[src/rtl/main_hpf_dac_pkg.sv]
// Shared types, constants and saturation helper for the HPF/DAC front end.
package main_hpf_dac_pkg;

  typedef enum logic [1:0] {
    IDLE,
    SHIFT,
    GAP
  } frame_state_e;

  localparam int          FRAME_BITS = 24;
  localparam int          NUM_DACS   = 8;
  localparam logic [15:0] MIDSCALE   = 16'h8000;

  // Width of the signed HPF intermediates; leaves headroom above the 33-bit product.
  localparam int WIDE_W = 34;

  localparam logic signed [WIDE_W-1:0] SAT_MAX = 34'sd32767;
  localparam logic signed [WIDE_W-1:0] SAT_MIN = -34'sd32768;

  function automatic logic signed [15:0] sat16(input logic signed [WIDE_W-1:0] v);
    if (v > SAT_MAX) begin
      return 16'h7FFF;
    end else if (v < SAT_MIN) begin
      return 16'h8000;
    end
    return v[15:0];
  endfunction

endpackage

[src/rtl/dac_serializer_8ch.sv]
// Snapshots eight DAC words and shifts them out as 24-bit frames on a shared SYNC/SCLK.
module dac_serializer_8ch
  import main_hpf_dac_pkg::*;
#(
  parameter int SCLK_DIV = 2
) (
  input  logic                          clk,
  input  logic                          rst_n,
  input  logic                          frame_start,
  input  logic [NUM_DACS-1:0]           dac_en,
  input  logic [NUM_DACS-1:0][15:0]     words,
  output logic                          sync_n,
  output logic                          sclk,
  output logic [NUM_DACS-1:0]           din,
  output logic                          busy
);

  localparam logic [7:0] DIV_LAST   = 8'(SCLK_DIV - 1);
  localparam logic [5:0] SHIFT_LAST = 6'(2 * FRAME_BITS - 1);

  frame_state_e                         state_q, state_d;
  logic [7:0]                           div_cnt_q;
  logic [5:0]                           half_cnt_q;
  logic [NUM_DACS-1:0][FRAME_BITS-1:0]  shreg_q;
  logic                                 half_end;

  assign half_end = (div_cnt_q == DIV_LAST);
  assign busy     = (state_q != IDLE);

  // NOTE: state_d is given its hold value before the case so no path leaves it unassigned (no latch).
  always_comb begin
    state_d = state_q;
    unique case (state_q)
      IDLE:    if (frame_start) state_d = SHIFT;
      SHIFT:   if (half_end && (half_cnt_q == SHIFT_LAST)) state_d = GAP;
      GAP:     if (half_end && half_cnt_q[0]) state_d = IDLE;
      default: state_d = IDLE;
    endcase
  end

  // NOTE: every register here uses <= so all of them update together from pre-edge values.
  always_ff @(posedge clk or negedge rst_n) begin
    if (!rst_n) begin
      state_q    <= IDLE;
      div_cnt_q  <= '0;
      half_cnt_q <= '0;
      shreg_q    <= '0;
      sclk       <= 1'b0;
      sync_n     <= 1'b1;
      din        <= '0;
    end else begin
      state_q <= state_d;
      case (state_q)
        IDLE: begin
          div_cnt_q  <= '0;
          half_cnt_q <= '0;
          if (frame_start) begin
            sync_n <= 1'b0;
            for (int i = 0; i < NUM_DACS; i++) begin
              shreg_q[i] <= {8'h00, (dac_en[i] ? words[i] : MIDSCALE)};
            end
          end
        end
        SHIFT: begin
          if (half_end) begin
            div_cnt_q <= '0;
            // Even half-periods are SCLK-low; ending one raises SCLK and presents the next bit.
            if (!half_cnt_q[0]) begin
              sclk <= 1'b1;
              for (int i = 0; i < NUM_DACS; i++) begin
                din[i]     <= shreg_q[i][FRAME_BITS-1];
                shreg_q[i] <= {shreg_q[i][FRAME_BITS-2:0], 1'b0};
              end
            end else begin
              sclk <= 1'b0;
            end
            if (state_d == GAP) begin
              half_cnt_q <= '0;
              sync_n     <= 1'b1;
            end else begin
              half_cnt_q <= half_cnt_q + 6'd1;
            end
          end else begin
            div_cnt_q <= div_cnt_q + 8'd1;
          end
        end
        GAP: begin
          if (half_end) begin
            div_cnt_q  <= '0;
            half_cnt_q <= half_cnt_q + 6'd1;
            if (state_d == IDLE) din <= '0;
          end else begin
            div_cnt_q <= div_cnt_q + 8'd1;
          end
        end
        default: ;
      endcase
    end
  end

endmodule

[src/rtl/main_hpf_dac.sv]
// Per-DAC high-pass filter and output word registers feeding an 8-channel serial DAC frame.
module main_hpf_dac
  import main_hpf_dac_pkg::*;
#(
  parameter int SCLK_DIV = 2
) (
  input  logic        clk1_in,
  input  logic        reset_n,
  input  logic        sample_valid,
  input  logic [2:0]  sample_dac,
  input  logic [15:0] sample_data,
  input  logic        hpf_en,
  input  logic [15:0] hpf_coeff,
  input  logic [7:0]  dac_en,
  input  logic        frame_start,
  output logic        DAC_SYNC,
  output logic        DAC_SCLK,
  output logic        DAC_DIN_1,
  output logic        DAC_DIN_2,
  output logic        DAC_DIN_3,
  output logic        DAC_DIN_4,
  output logic        DAC_DIN_5,
  output logic        DAC_DIN_6,
  output logic        DAC_DIN_7,
  output logic        DAC_DIN_8,
  output logic        busy
);

  logic [NUM_DACS-1:0][15:0] hpf_state_q;
  logic [NUM_DACS-1:0][15:0] word_q;
  logic [NUM_DACS-1:0]       din;

  logic signed [15:0]       x, cur_state, y, next_state;
  logic signed [WIDE_W-1:0] diff, sum;
  logic signed [32:0]       prod, step;

  always_comb begin
    x          = {~sample_data[15], sample_data[14:0]};
    cur_state  = hpf_state_q[sample_dac];
    diff       = WIDE_W'(x) - WIDE_W'(cur_state);
    y          = hpf_en ? sat16(diff) : x;
    // Unsigned coefficient widened with a zero MSB so the product stays signed.
    prod       = $signed({1'b0, hpf_coeff}) * y;
    step       = prod >>> 16;
    sum        = WIDE_W'(cur_state) + WIDE_W'(step);
    next_state = hpf_en ? sat16(sum) : 16'sd0;
  end

  // NOTE: the filter states are reset with the word registers; a filter must not start from garbage.
  always_ff @(posedge clk1_in or negedge reset_n) begin
    if (!reset_n) begin
      hpf_state_q <= '0;
      word_q      <= {NUM_DACS{MIDSCALE}};
    end else if (sample_valid) begin
      hpf_state_q[sample_dac] <= next_state;
      word_q[sample_dac]      <= {~y[15], y[14:0]};
    end
  end

  dac_serializer_8ch #(
    .SCLK_DIV (SCLK_DIV)
  ) u_serializer (
    .clk         (clk1_in),
    .rst_n       (reset_n),
    .frame_start (frame_start),
    .dac_en      (dac_en),
    .words       (word_q),
    .sync_n      (DAC_SYNC),
    .sclk        (DAC_SCLK),
    .din         (din),
    .busy        (busy)
  );

  assign DAC_DIN_1 = din[0];
  assign DAC_DIN_2 = din[1];
  assign DAC_DIN_3 = din[2];
  assign DAC_DIN_4 = din[3];
  assign DAC_DIN_5 = din[4];
  assign DAC_DIN_6 = din[5];
  assign DAC_DIN_7 = din[6];
  assign DAC_DIN_8 = din[7];

endmodule

[config.mk]
export PLATFORM = sky130hd
export DESIGN_NAME = main_hpf_dac
export DESIGN_NICKNAME = d
export VERILOG_FILES = /design/src/rtl/main_hpf_dac_pkg.sv /design/src/rtl/dac_serializer_8ch.sv /design/src/rtl/main_hpf_dac.sv
export SDC_FILE = /design/constraint.sdc
export NUM_CORES = 2
export LEC_CHECK = 0
export ABC_AREA = 0
export BUFFER_PORTS_ARGS = -buffer_cell sky130_fd_sc_hd__clkbuf_2
export CELL_PAD_IN_SITES_DETAIL_PLACEMENT = 0
export CELL_PAD_IN_SITES_GLOBAL_PLACEMENT = 1
export CORE_MARGIN = 2
export CORE_UTILIZATION = 50
export DETAILED_ROUTE_END_ITERATION = 12
export GPL_ROUTABILITY_DRIVEN = 1
export PLACE_DENSITY = 0.8
export SLEW_MARGIN = 0
export SYNTH_ARGS = -nofsm -noshare
export SYNTH_HDL_FRONTEND = slang
export SYNTH_SLANG_ARGS = --single-unit
[constraint.sdc]
create_clock -name clk1_in -period 13.9 [get_ports clk1_in]
set_clock_uncertainty 0.1 [all_clocks]
set_input_delay 0.695 -clock clk1_in [delete_from_list [all_inputs] [get_ports clk1_in]]
set_output_delay 0.695 -clock clk1_in [all_outputs]
set_load 0.01 [all_outputs]
==> flow_summary.ini <==
[floorplan]
start_util = 0.504
die-area_um2 = 62600
core_um2 = 60100
rows = 90
die_height_um = 250
dieWidth_um = 250
ios = 59

[final_layout]
multi_input_area_um2 = 16700
seqCellArea_um2 = 11900
fin_nets = 3604
area_growth_syn_to_layout_pct = 9.57
n_fill_cell = 5385
layout-drive-gt1-share = 0.0925

[sta]
relSlewSlack = 0.172
whs_ns = -0.0177
hold_violations = 5
worst_pin_slew_ns = 1.24
rsz0062_at_grt = no
tns_ns = 0
max_freq_mhz = 77.1
slew_viol_final = 0
min_period_over_period = 0.933
setup_violations = 0
min_period_ns = 12.97

[job]
maxCapViolCount = 0

[place]
io_buffers = 58
hpwl_mm = 53.1
gp_congestion = 0.904

[route]
via_per_inst = 5.64
dr.pass1.iters = 6
drt_wl_total_mm = 76.8
wl_per_cell_um = 19.1
drcViolationCount = 0
first_iter_violations = 1557
ant_nets = 0
route.vias.total = 22691

[critical_path]
crit_type = primary input to register
cp.arrival_ns = 13.29
ff2ff_path_depth = 44
cp_slowest_stage_delay_ns = 0.55
critPathRequiredTime_ns = 14.22
endpoint_kind = register
slowest_stage = fa_1
crit_top_cell = fa_1
cp_max_fo = 11
cp-start-kind = primary input

[global_route]
grt_pass1_vias = 23065
antenna_found_initial = 1
grt-ovfl-total = 0
grt_use_total = 0.251
grt_pass1_wl_mm = 126
grt_max_degree = 121

[run_status]
status = finished with violations
violations = negative hold slack

[clock_network]
ctsHoldBuffers = 0
cts_setup_buffers = 0
clock_sinks = 474
clkLatencyLatePin_ns = 0.59
cts_max_level = 2
numCtsBuffers = 50
clock_path_buffers = 3
cts_root_buf = clkbuf_16
clk_pin_slew_ns = 0.06
cts_tree = built

[yosys]
yosys.area.top_type = dfrtp_1
synth_top_area_frac = 0.384
ys.flop_type = dfrtp_1
syn_nets = 3619
ys_seq_area_frac = 0.392
synthArstFlopShare = 1.00
synth_cell_types = 74
synth-seq-cells = 474
synth_area_leaders = dfrtp_1 (38%), fa_1 (13%), ha_1 (6.6%)
synth_cells = 3217
syn_avg_cell_area_um2 = 9.42
synth_warnings = 0
netlist_area_um2 = 30300
synth_edf_count = 0

[min_path]
hold_path.class = primary input to async pin
[layout make-up]
type	instances	area share
clock buffer	75	0.0454
multi-input combinational	2273	0.504
tap	782	0.0295
timing repair buffer	127	0.0258
clock inverter	17	0.00671
antenna	1	0.0000754
sequential	474	0.358
inverter	276	0.0312
[state kept, by name, summed over array words and instances, names as in the netlist]
name / flops
u_serializer.sclk: 1
u_serializer.div_cnt_q: 8
hpf_state_q: 128
u_serializer.shreg_q: 192
u_serializer.din: 8
word_q: 128
u_serializer.sync_n: 1
u_serializer.half_cnt_q: 6
u_serializer.state_q: 2
[cell families (layout without fill, tap and decap cells)]
family                   after synthesis  in the layout  share of synthesized area
XOR/XNOR                              45             45                     0.0133
AND/OR/NAND/NOR                     1107           1107                      0.159
AO/OA/AOI/OAI                        700            700                      0.146
flip-flops                           474            474                      0.392
multiplexers                          62             62                     0.0339
buffers and inverters                470            495                     0.0591
other                                  0              1                          0
adder cells (fa/ha/maj)              359            359                      0.196
[layout by cell type (no fill, tap or decap), types with 6 or more instances in the layout]
cell type and instances:
buf_4 66, clkbuf_1 11, clkbuf_16 52, xor2_1 21
nor2_1 298, o41ai_1 8, nand3_1 40, o21bai_1 7
a21oi_1 72, o21ai_0 278, o21a_1 14, a21oi_2 7
clkbuf_2 57, o31ai_1 18, fa_1 195, mux2i_1 22
nand2_1 517, a22o_1 8, mux4_2 32, dfstp_2 9
clkbuf_8 12, and3_1 20, ha_1 158, nor2b_1 77
clkinv_2 8, nand2b_1 33, nor3_1 18, mux2_2 6
a221oi_1 112, xnor2_1 23, nand4_1 10, and2_1 66
dfrtp_1 465, o21ai_1 84, a21o_1 30, inv_1 276
[per-stage QoR]
| step | cells | utilization | area (um2) | hold slack (ns) | worst slack (ns) |
|---|---|---|---|---|---|
| finish | 4025 | 0.552 | 33200 | -0.0177 | 0.928 |
| global placement | 3932 | 0.523 | 31500 | 0.350 | 0.429 |
| detailed placement | 3932 | 0.523 | 31500 | 0.360 | 0.273 |
| CTS | 4024 | 0.552 | 33200 | 0.000478 | 0.859 |
| floorplan | 3217 | - | 30300 | 0.299 | 1.16 |
| global route | 4024 | 0.552 | 33200 | 0.0311 | 0.0250 |
[synthesized netlist by cell type, drive strengths merged (10+ instances only)]
cell type  number
a21o           30
o21a           14
o21ai         365
ha            159
mux2i          24
buf            26
a21oi          84
a221oi        112
nand2         520
dfrtp         465
nand4          10
mux4           32
and3           20
nand3          44
nor3           18
nor2          299
clkbuf        168
xor2           21
nor2b          77
inv           276
nand2b         33
o31ai          18
and2           66
xnor2          24
fa            195
[metal layers]
layer / up-vias / GRT usage / wire (um)
met3: 116 / 0.0299 / 3210
met4: 2 / 0.0686 / 1920
li1: 10727 / - / -
met5: - / 0 / 14
met1: 11371 / 0.344 / 34200
met2: 475 / 0.425 / 37400
[timing repair]
action / 4_1_cts / 5_1_grt
gates resized for setup: 0 / 1
setup endpoints to repair: 0 / 3
endpoints found under the hold margin: 0 / 0
[worst paths after layout]
check,end,start,slack (ns)
worst max-delay path,hpf_state_q[39],sample_dac[0],0.93
worst min-delay path,u_serializer.shreg_q[86],reset_n,-0.02
worst min register to register,u_serializer.shreg_q[168],u_serializer.shreg_q[168],0.37
min in group clk1_in,u_serializer.shreg_q[87],dac_en[3],0.31
max in group asynchronous,word_q[71],reset_n,11.23
worst max register to register,hpf_state_q[39],hpf_state_q[122],1.15
[critical path, delay by kind of cell]
kind                     cells  cell delay (ns)
buffers and inverters        9             1.64
multiplexers                 2             0.93
adder cells (fa/ha/maj)      9             4.11
AND/OR/NAND/NOR             11             2.15
XOR/XNOR                     3             0.87
AO/OA/AOI/OAI               11             2.91
Power is not shown: default switching activity piles up to over one toggle a cycle in this logic, so the estimate is an artifact.
